[src/rtl/prog_loader_pkg.sv]
// Shared configuration for the program loader: byte-lane width, memory
// geometry defaults, FSM state encoding and a small sizing helper.
package prog_loader_pkg;

   localparam int BYTE_W                   = 8;
   localparam int DEFAULT_INSTR_ADDR_WIDTH = 20;
   localparam int DEFAULT_STEP             = 4;

   typedef enum logic [1:0] {
      S_IDLE    = 2'd0,
      S_COLLECT = 2'd1,
      S_WRITE   = 2'd2,
      S_DONE    = 2'd3
   } state_t;

   // Width of the byte-within-word index; never narrower than one bit so
   // a single-byte word still has a legal index register.
   function automatic int idx_width(input int step);
      return (step > 1) ? $clog2(step) : 1;
   endfunction

endpackage

[src/rtl/prog_loader.sv]
// Program loader: packs an upstream byte stream little-endian into
// STEP-byte words and writes them to consecutive program-memory addresses,
// holding the core off (busy) for the whole session.
module prog_loader
   import prog_loader_pkg::*;
#(
   parameter int INSTR_ADDR_WIDTH = DEFAULT_INSTR_ADDR_WIDTH,
   parameter int STEP             = DEFAULT_STEP
)(
   input  logic                        clk,
   input  logic                        reset,
   input  logic                        start,
   input  logic [INSTR_ADDR_WIDTH-1:0] word_count,
   input  logic                        abort,
   input  logic                        byte_valid,
   input  logic [BYTE_W-1:0]           byte_data,
   output logic                        byte_ready,
   output logic                        pgm,
   output logic [INSTR_ADDR_WIDTH-1:0] addr,
   output logic [STEP*BYTE_W-1:0]      data,
   output logic                        busy,
   output logic                        done
);

   localparam int                          IDX_W    = idx_width(STEP);
   localparam logic [IDX_W-1:0]            LAST_IDX = IDX_W'(STEP - 1);
   localparam logic [IDX_W-1:0]            IDX_ONE  = IDX_W'(1);
   localparam logic [INSTR_ADDR_WIDTH-1:0] ADDR_ONE = INSTR_ADDR_WIDTH'(1);

   state_t                        state;
   state_t                        state_next;
   logic [INSTR_ADDR_WIDTH-1:0]   count_q;
   logic [INSTR_ADDR_WIDTH-1:0]   addr_q;
   logic [STEP*BYTE_W-1:0]        data_q;
   logic [IDX_W-1:0]              idx_q;
   logic                          accept;
   logic                          last_byte;
   logic                          last_word;

   // A byte moves only on a valid/ready handshake; byte_ready already
   // drops under abort, so abort automatically wins over acceptance.
   assign accept    = byte_valid && byte_ready;
   assign last_byte = (idx_q == LAST_IDX);
   // Only evaluated in WRITE, where the latched count is known to be nonzero.
   assign last_word = (addr_q == (count_q - ADDR_ONE));

   assign addr = addr_q;
   assign data = data_q;

   // State register: reset drops straight back to IDLE from any state.
   always_ff @(posedge clk or posedge reset) begin
      if (reset) begin
         state <= S_IDLE;
      end else begin
         state <= state_next;
      end
   end

   // Next-state logic: start only counts in IDLE, abort cancels everywhere
   // except that an in-flight write still lands before returning to IDLE.
   always_comb begin
      state_next = state;
      case (state)
         S_IDLE: begin
            if (start) begin
               state_next = (word_count == '0) ? S_DONE : S_COLLECT;
            end
         end
         S_COLLECT: begin
            if (abort) begin
               state_next = S_IDLE;
            end else if (accept && last_byte) begin
               state_next = S_WRITE;
            end
         end
         S_WRITE: begin
            if (abort) begin
               state_next = S_IDLE;
            end else if (last_word) begin
               state_next = S_DONE;
            end else begin
               state_next = S_COLLECT;
            end
         end
         S_DONE: begin
            state_next = S_IDLE;
         end
         default: begin
            state_next = S_IDLE;
         end
      endcase
   end

   // Output decode: strobes are pure functions of state, with abort
   // masking byte_ready and the completion pulse.
   always_comb begin
      byte_ready = (state == S_COLLECT) && !abort;
      pgm        = (state == S_WRITE);
      busy       = (state != S_IDLE);
      done       = (state == S_DONE) && !abort;
   end

   // Session datapath: latch the count, pack bytes into their lanes and
   // step the write address between words.
   always_ff @(posedge clk or posedge reset) begin
      if (reset) begin
         count_q <= '0;
         addr_q  <= '0;
         data_q  <= '0;
         idx_q   <= '0;
      end else begin
         case (state)
            S_IDLE: begin
               if (start) begin
                  count_q <= word_count;
                  addr_q  <= '0;
                  idx_q   <= '0;
               end
            end
            S_COLLECT: begin
               if (abort) begin
                  idx_q <= '0;
               end else if (accept) begin
                  for (int k = 0; k < STEP; k++) begin
                     if (idx_q == IDX_W'(k)) begin
                        data_q[k*BYTE_W +: BYTE_W] <= byte_data;
                     end
                  end
                  idx_q <= last_byte ? '0 : (idx_q + IDX_ONE);
               end
            end
            S_WRITE: begin
               if (!abort && !last_word) begin
                  addr_q <= addr_q + ADDR_ONE;
               end
            end
            default: begin
            end
         endcase
      end
   end

endmodule
[config.mk]
export PLATFORM = sky130hd
export DESIGN_NAME = prog_loader
export DESIGN_NICKNAME = d
export VERILOG_FILES = /design/src/rtl/prog_loader_pkg.sv /design/src/rtl/prog_loader.sv
export SDC_FILE = /design/constraint.sdc
export NUM_CORES = 1
export LEC_CHECK = 0
export ABC_CLOCK_PERIOD_IN_PS = 8460
export BUFFER_PORTS_ARGS = -buffer_cell sky130_fd_sc_hd__buf_2
export CAP_MARGIN = 20
export CORE_MARGIN = 5
export CORE_UTILIZATION = 50
export CTS_CLUSTER_DIAMETER = 100
export DETAILED_ROUTE_END_ITERATION = 7
export PLACE_DENSITY = 0.74
export REMOVE_ABC_BUFFERS = 1
export SYNTH_ARGS = -nofsm -noshare
export SYNTH_HDL_FRONTEND = slang
export SYNTH_SLANG_ARGS = --single-unit
[constraint.sdc]
create_clock -name clk -period 8.46 [get_ports clk]
set_input_delay 0.846 -clock clk [delete_from_list [all_inputs] [get_ports clk]]
set_output_delay 0.846 -clock clk [all_outputs]
set_load 0.03 [all_outputs]
# Word level (Yosys, flattened, before mapping)
# Index checks and enable logic that the tools add are counted.
[word_totals]
reg_bits = 76
output_inout_bits = 56
word_cells = 59
[classes]
n_addsub = 3
n_eq_ne = 11
n_mux = 15
bitwise_logic = 1
reduce_logical = 21
[op_table]
columns = ["cell", "count"]
rows = [
  ["$mux W20", 2],
  ["$pmux W20 S2", 1],
  ["$add A20 B1 Y20 const B", 1],
  ["$eq A20 B20 Y1", 1],
  ["$logic_not A20 Y1", 1],
  ["$mux W2", 10],
  ["$sub A20 B1 Y20 const B", 1],
  ["$reduce_and A4 Y1", 4],
  ["$eq A2 B2 Y1 const B", 4],
  ["$pmux W2 S4", 1],
  ["$ne A3 B3 Y1 const B", 2],
  ["$reduce_and A3 Y1", 2],
  ["$reduce_bool A2 Y1", 3],
  ["$logic_and A1 B1 Y1", 5],
  ["$eq A2 B1 Y1 const B", 2],
  ["$logic_not A2 Y1", 2],
  ["$pmux W2 S2", 1],
  ["$reduce_and A2 Y1", 2],
  ["$add A2 B1 Y2 const B", 1],
  ["$logic_not A1 Y1", 2],
  ["$ne A2 B1 Y1 const B", 1],
  ["$ne A2 B2 Y1 const B", 1],
  ["$not A1 Y1", 1],
]

# Longest topological paths before layout
[depth]
ltp_word = 7
depth_mapped = 12
depth_no_buf = 10

# Worst setup path before layout
# OpenSTA, ideal clock, no wires.
[synth_path]
kind = "register to register"
start = "register count_q[0]"
end = "register state[1]"
t_arrival_ns = 2.555
required_ns = 8.366
path_slack_ns = 5.811
stages_incl_launch_ff = 12
period_less_slack_ns = 2.649
cell_sequence = "dfrtp_1 inv_1 ha_1 nor3b_2 and3_1 nand3_1 a211o_1 nor4_2 buf_6 buf_6 nand2_2 a221oi_2"
[synth_between]
elab_chain_len = 5
[synth_rtl]
columns = ["item", "line_no", "text"]
rows = [
  ["from (decl)", "prog_loader.sv:32", "logic [INSTR_ADDR_WIDTH-1:0] count_q;"],
  ["from (signal assigned)", "prog_loader.sv:115", "count_q <= word_count;"],
  ["$sub A20 B1 Y20", "prog_loader.sv:45", "assign last_word = (addr_q == (count_q - ADDR_ONE));"],
  ["$eq A20 B20 Y1", "prog_loader.sv:45", ""],
  ["$mux W2", "prog_loader.sv:79", "end else if (last_word) begin"],
  ["$mux W2", "prog_loader.sv:77", "if (abort) begin"],
  ["$pmux W2 S4", "prog_loader.sv:63", "case (state)"],
  ["to (signal assigned)", "prog_loader.sv:55", "state <= state_next;"],
  ["to (decl)", "prog_loader.sv:30", "state_t state;"],
]
# Every way passes these cells.
# A chain may end at the register's enable or synchronous reset.

# Worst setup path in the final report
# Same ends and word-level chain as after synthesis.

==> run_results.csv <==
group,metric,value,unit
clock_tree,cts_hold_buf,0,
timing,period_share,36.4,%
timing,fin_crit,3.08,ns
power_and_ir_drop,ir_worst_vdd,0.183,mV
clock_tree,cts-resized-gates,0,
worst_setup_path,path_max_fanout,38,
yosys,syn_avg_cell_area,9.71,um^2
finish,drive_gt1_share,29.3,%
clock_tree,cts_buffer_depth,2,
power_and_ir_drop,p_sw,0.656,mW
floorplanning,ios,89,
timing,fin_skew,0.0131,ns
placement,place_ws,5.42,ns
clock_tree,cts_htree_levels,3,
timing,timing_hold_violations_final,0,
clock_tree,post_cts.repair.setup_buffers,0,
worst_setup_path,critPathCaptureType,"flip-flop",
yosys,synthFlopType,"dfrtp_1",
finish,mostFrequentLayoutCell,"buf_2",
power_and_ir_drop,pwr-share-clk,18.6,%
worst_setup_path,crit_required,8.73,ns
timing,holdWs,0.509,ns
finish,finalNetCount,543,
clock_tree,tritoncts,"yes",
timing,fin_ws,5.38,ns
finish,syn_to_final_growth,17.3,%
yosys,synth_seq_cells,76,
worst_setup_path,crit_arrival,3.36,ns
worst_setup_path,critical_path.startpoint_type,"flip-flop",
drt,drt_wl_total,10000,um
global_route,grt_pass1_wl,17000,um
global_route,grt_max_degree,77,
drt,routedWlPerCell,16.4,um
run,maxCapViolations,0,
worst_setup_path,worst-r2r-setup-slack,5.38,ns
clock_tree,cts.sinks,76,
yosys,synth_edf_count,0,
placement,dp_hpwl,7320,um
drt,dr.pass1.iters,4,
timing,max-slew-margin-rel,37.3,%
floorplanning,die_y,100,um
power_and_ir_drop,leakage,2.31,nW
power_and_ir_drop,power_frac_comb,41.2,%
worst_hold_path,hold_path_class,"reg -> reg",
floorplanning,initial_core_util,51.8,%
drt,ant_nets,0,
placement,place_area,4560,um^2
placement,gp_congestion,0.908,
timing,grt_setup_unrepaired,"no",
global_route,grt_pass1_vias,3466,
drt,drtIter0Drc,202,
floorplanning,rows,32,
timing,slew_violations,0,
drt,drc,0,
power_and_ir_drop,power.internal,0.810,mW
global_route,antenna_found_initial,0,
finish,final_cell_area,4750,um^2
floorplanning,die_area,10000,um^2
timing,finalSetupTns,0,ns
floorplanning,core,7810,um^2
global_route,track_usage,21.1,%
finish,antennaDiodeCount,0,
timing,fmax,324,MHz
power_and_ir_drop,swShare,44.7,%
finish,layout_common_cells,"88 x buf_2, 76 x nand2_1, 76 x dfrtp_1",
timing,tightest_slew,0.940,ns
drt,dr_total_vias,3404,
power_and_ir_drop,seq_power_share,40.2,%
placement,io_buffers,88,
floorplanning,die_width,100,um
run_status,outcome,"completed",
yosys,ys_types,45,
drt,viasPerCell,5.57,
timing,setup_viol,0,
worst_setup_path,worstSetupPathType,"reg -> reg",
yosys,ys_async_sr_fraction,100,%
power_and_ir_drop,power_density,309,nW/um^2
clock_tree,clk_latency,0.36,ns
global_route,grt_overflow,0,
yosys,syn_inst,417,
clock_tree,clkTransAtPathRegs,0.10,ns
clock_tree,cts_root_buf,"clkbuf_8",
yosys,synth-seq-area-share,47.0,%
clock_tree,numCtsBuffers,9,
finish,fin_util,60.8,%
yosys,syn-cell-area,4050,um^2
yosys,yosysWarnings,0,
-- kinds of logic after synthesis --
family          Yosys count  share of synthesized area [%]
mux                      36                           9.89
buf+inv                  32                           3.80
simple gates            172                           21.4
flops                    76                           47.0
xor+xnor                 29                           6.28
fa+ha+maj                 6                           1.85
compound gates           66                           9.83
-- metal layers --
metal | global-route usage [%] | wire length (um) | up-vias
li1 | - | - | 1645
met1 | 28.5 | 4490 | 1646
met2 | 34.3 | 4840 | 91
met3 | 3.61 | 508 | 22
met4 | 7.88 | 200 | 0
met5 | 0 | 0 | -
-- Yosys cell counts (all sizes together), types with 2 or more instances --
master | number | area [um^2]
or4 | 8 | 63.8
and2 | 6 | 37.5
nor3 | 12 | 60.1
xnor2 | 14 | 123
nand3b | 2 | 15.0
and3 | 2 | 12.5
nor4 | 9 | 81.3
nand4 | 7 | 43.8
inv | 16 | 60.1
mux2 | 32 | 360
nor2 | 18 | 67.6
xor2 | 15 | 131
mux2i | 4 | 40.0
ha | 6 | 75.1
clkbuf | 9 | 33.8
o21ai | 23 | 115
nand2b | 3 | 18.8
o211ai | 4 | 30.0
nand2 | 77 | 292
o31ai | 9 | 67.6
dfrtp | 76 | 1900
a31oi | 3 | 18.8
a221oi | 2 | 23.8
nor3b | 2 | 20.0
nand3 | 12 | 60.1
buf | 7 | 60.1
or3 | 12 | 75.1
a21oi | 19 | 95.1
-- final timing paths --
path | start | to | cells after the start
worst max register to register | count_q[0]$_DFFE_PP0P_ | state[1]$_DFFE_PP0P_ | 11
min in group asynchronous | reset | data[4]$_DFFE_PP0P_ | 3
worst min-delay path | data[14]$_DFFE_PP0P_ | data[14]$_DFFE_PP0P_ | 1
worst max-delay path | count_q[0]$_DFFE_PP0P_ | state[1]$_DFFE_PP0P_ | 11
max in group asynchronous | reset | count_q[1]$_DFFE_PP0P_ | 3
worst min register to register | data[14]$_DFFE_PP0P_ | data[14]$_DFFE_PP0P_ | 1
-- state kept, by name, indices dropped and copies added (netlist names) --
signal and count:
addr 20, count_q 20, data 32, idx_q 2
state 2
-- area by class of cell --
| class | instances | area, um^2 |
|---|---|---|
| flip-flops and latches | 76 | 1900 |
| fillers | 692 | 3060 |
| repair buffers | 92 | 470 |
| well taps | 102 | 128 |
| multi-input cells | 309 | 2000 |
| clock buffers | 9 | 124 |
| clock inverters | 7 | 65.1 |
| inverters | 16 | 60.1 |
-- power groups by stage --
stage | combinational [mW] | clock (mW) | sequential [mW]
global placement | 0.591 | 0 | 0.587
floorplan | 0.337 | 0 | 0.675
CTS | 0.606 | 0.280 | 0.587
detailed placement | 0.605 | 0 | 0.593
global route | 0.665 | 0.293 | 0.605
finish | 0.604 | 0.273 | 0.590
-- metrics by stage --
stage	total power [mW]	cells
finish	1.47	611
global route	1.56	611
CTS	1.47	611
detailed placement	1.20	595
global placement	1.18	595
floorplan	1.01	401
-- critical path, cell delays in order (launching register included) --
cell and delay (ns):
dfrtp_1 0.46, inv_1 0.11, ha_1 0.27, nor3b_2 0.40
and3_1 0.32, a21oi_1 0.10, a211oi_1 0.26, nand4_1 0.20
nor4_4 0.16, buf_4 0.37, nand2_2 0.09, a221oi_2 0.24
(Power assumes the default switching activity.)
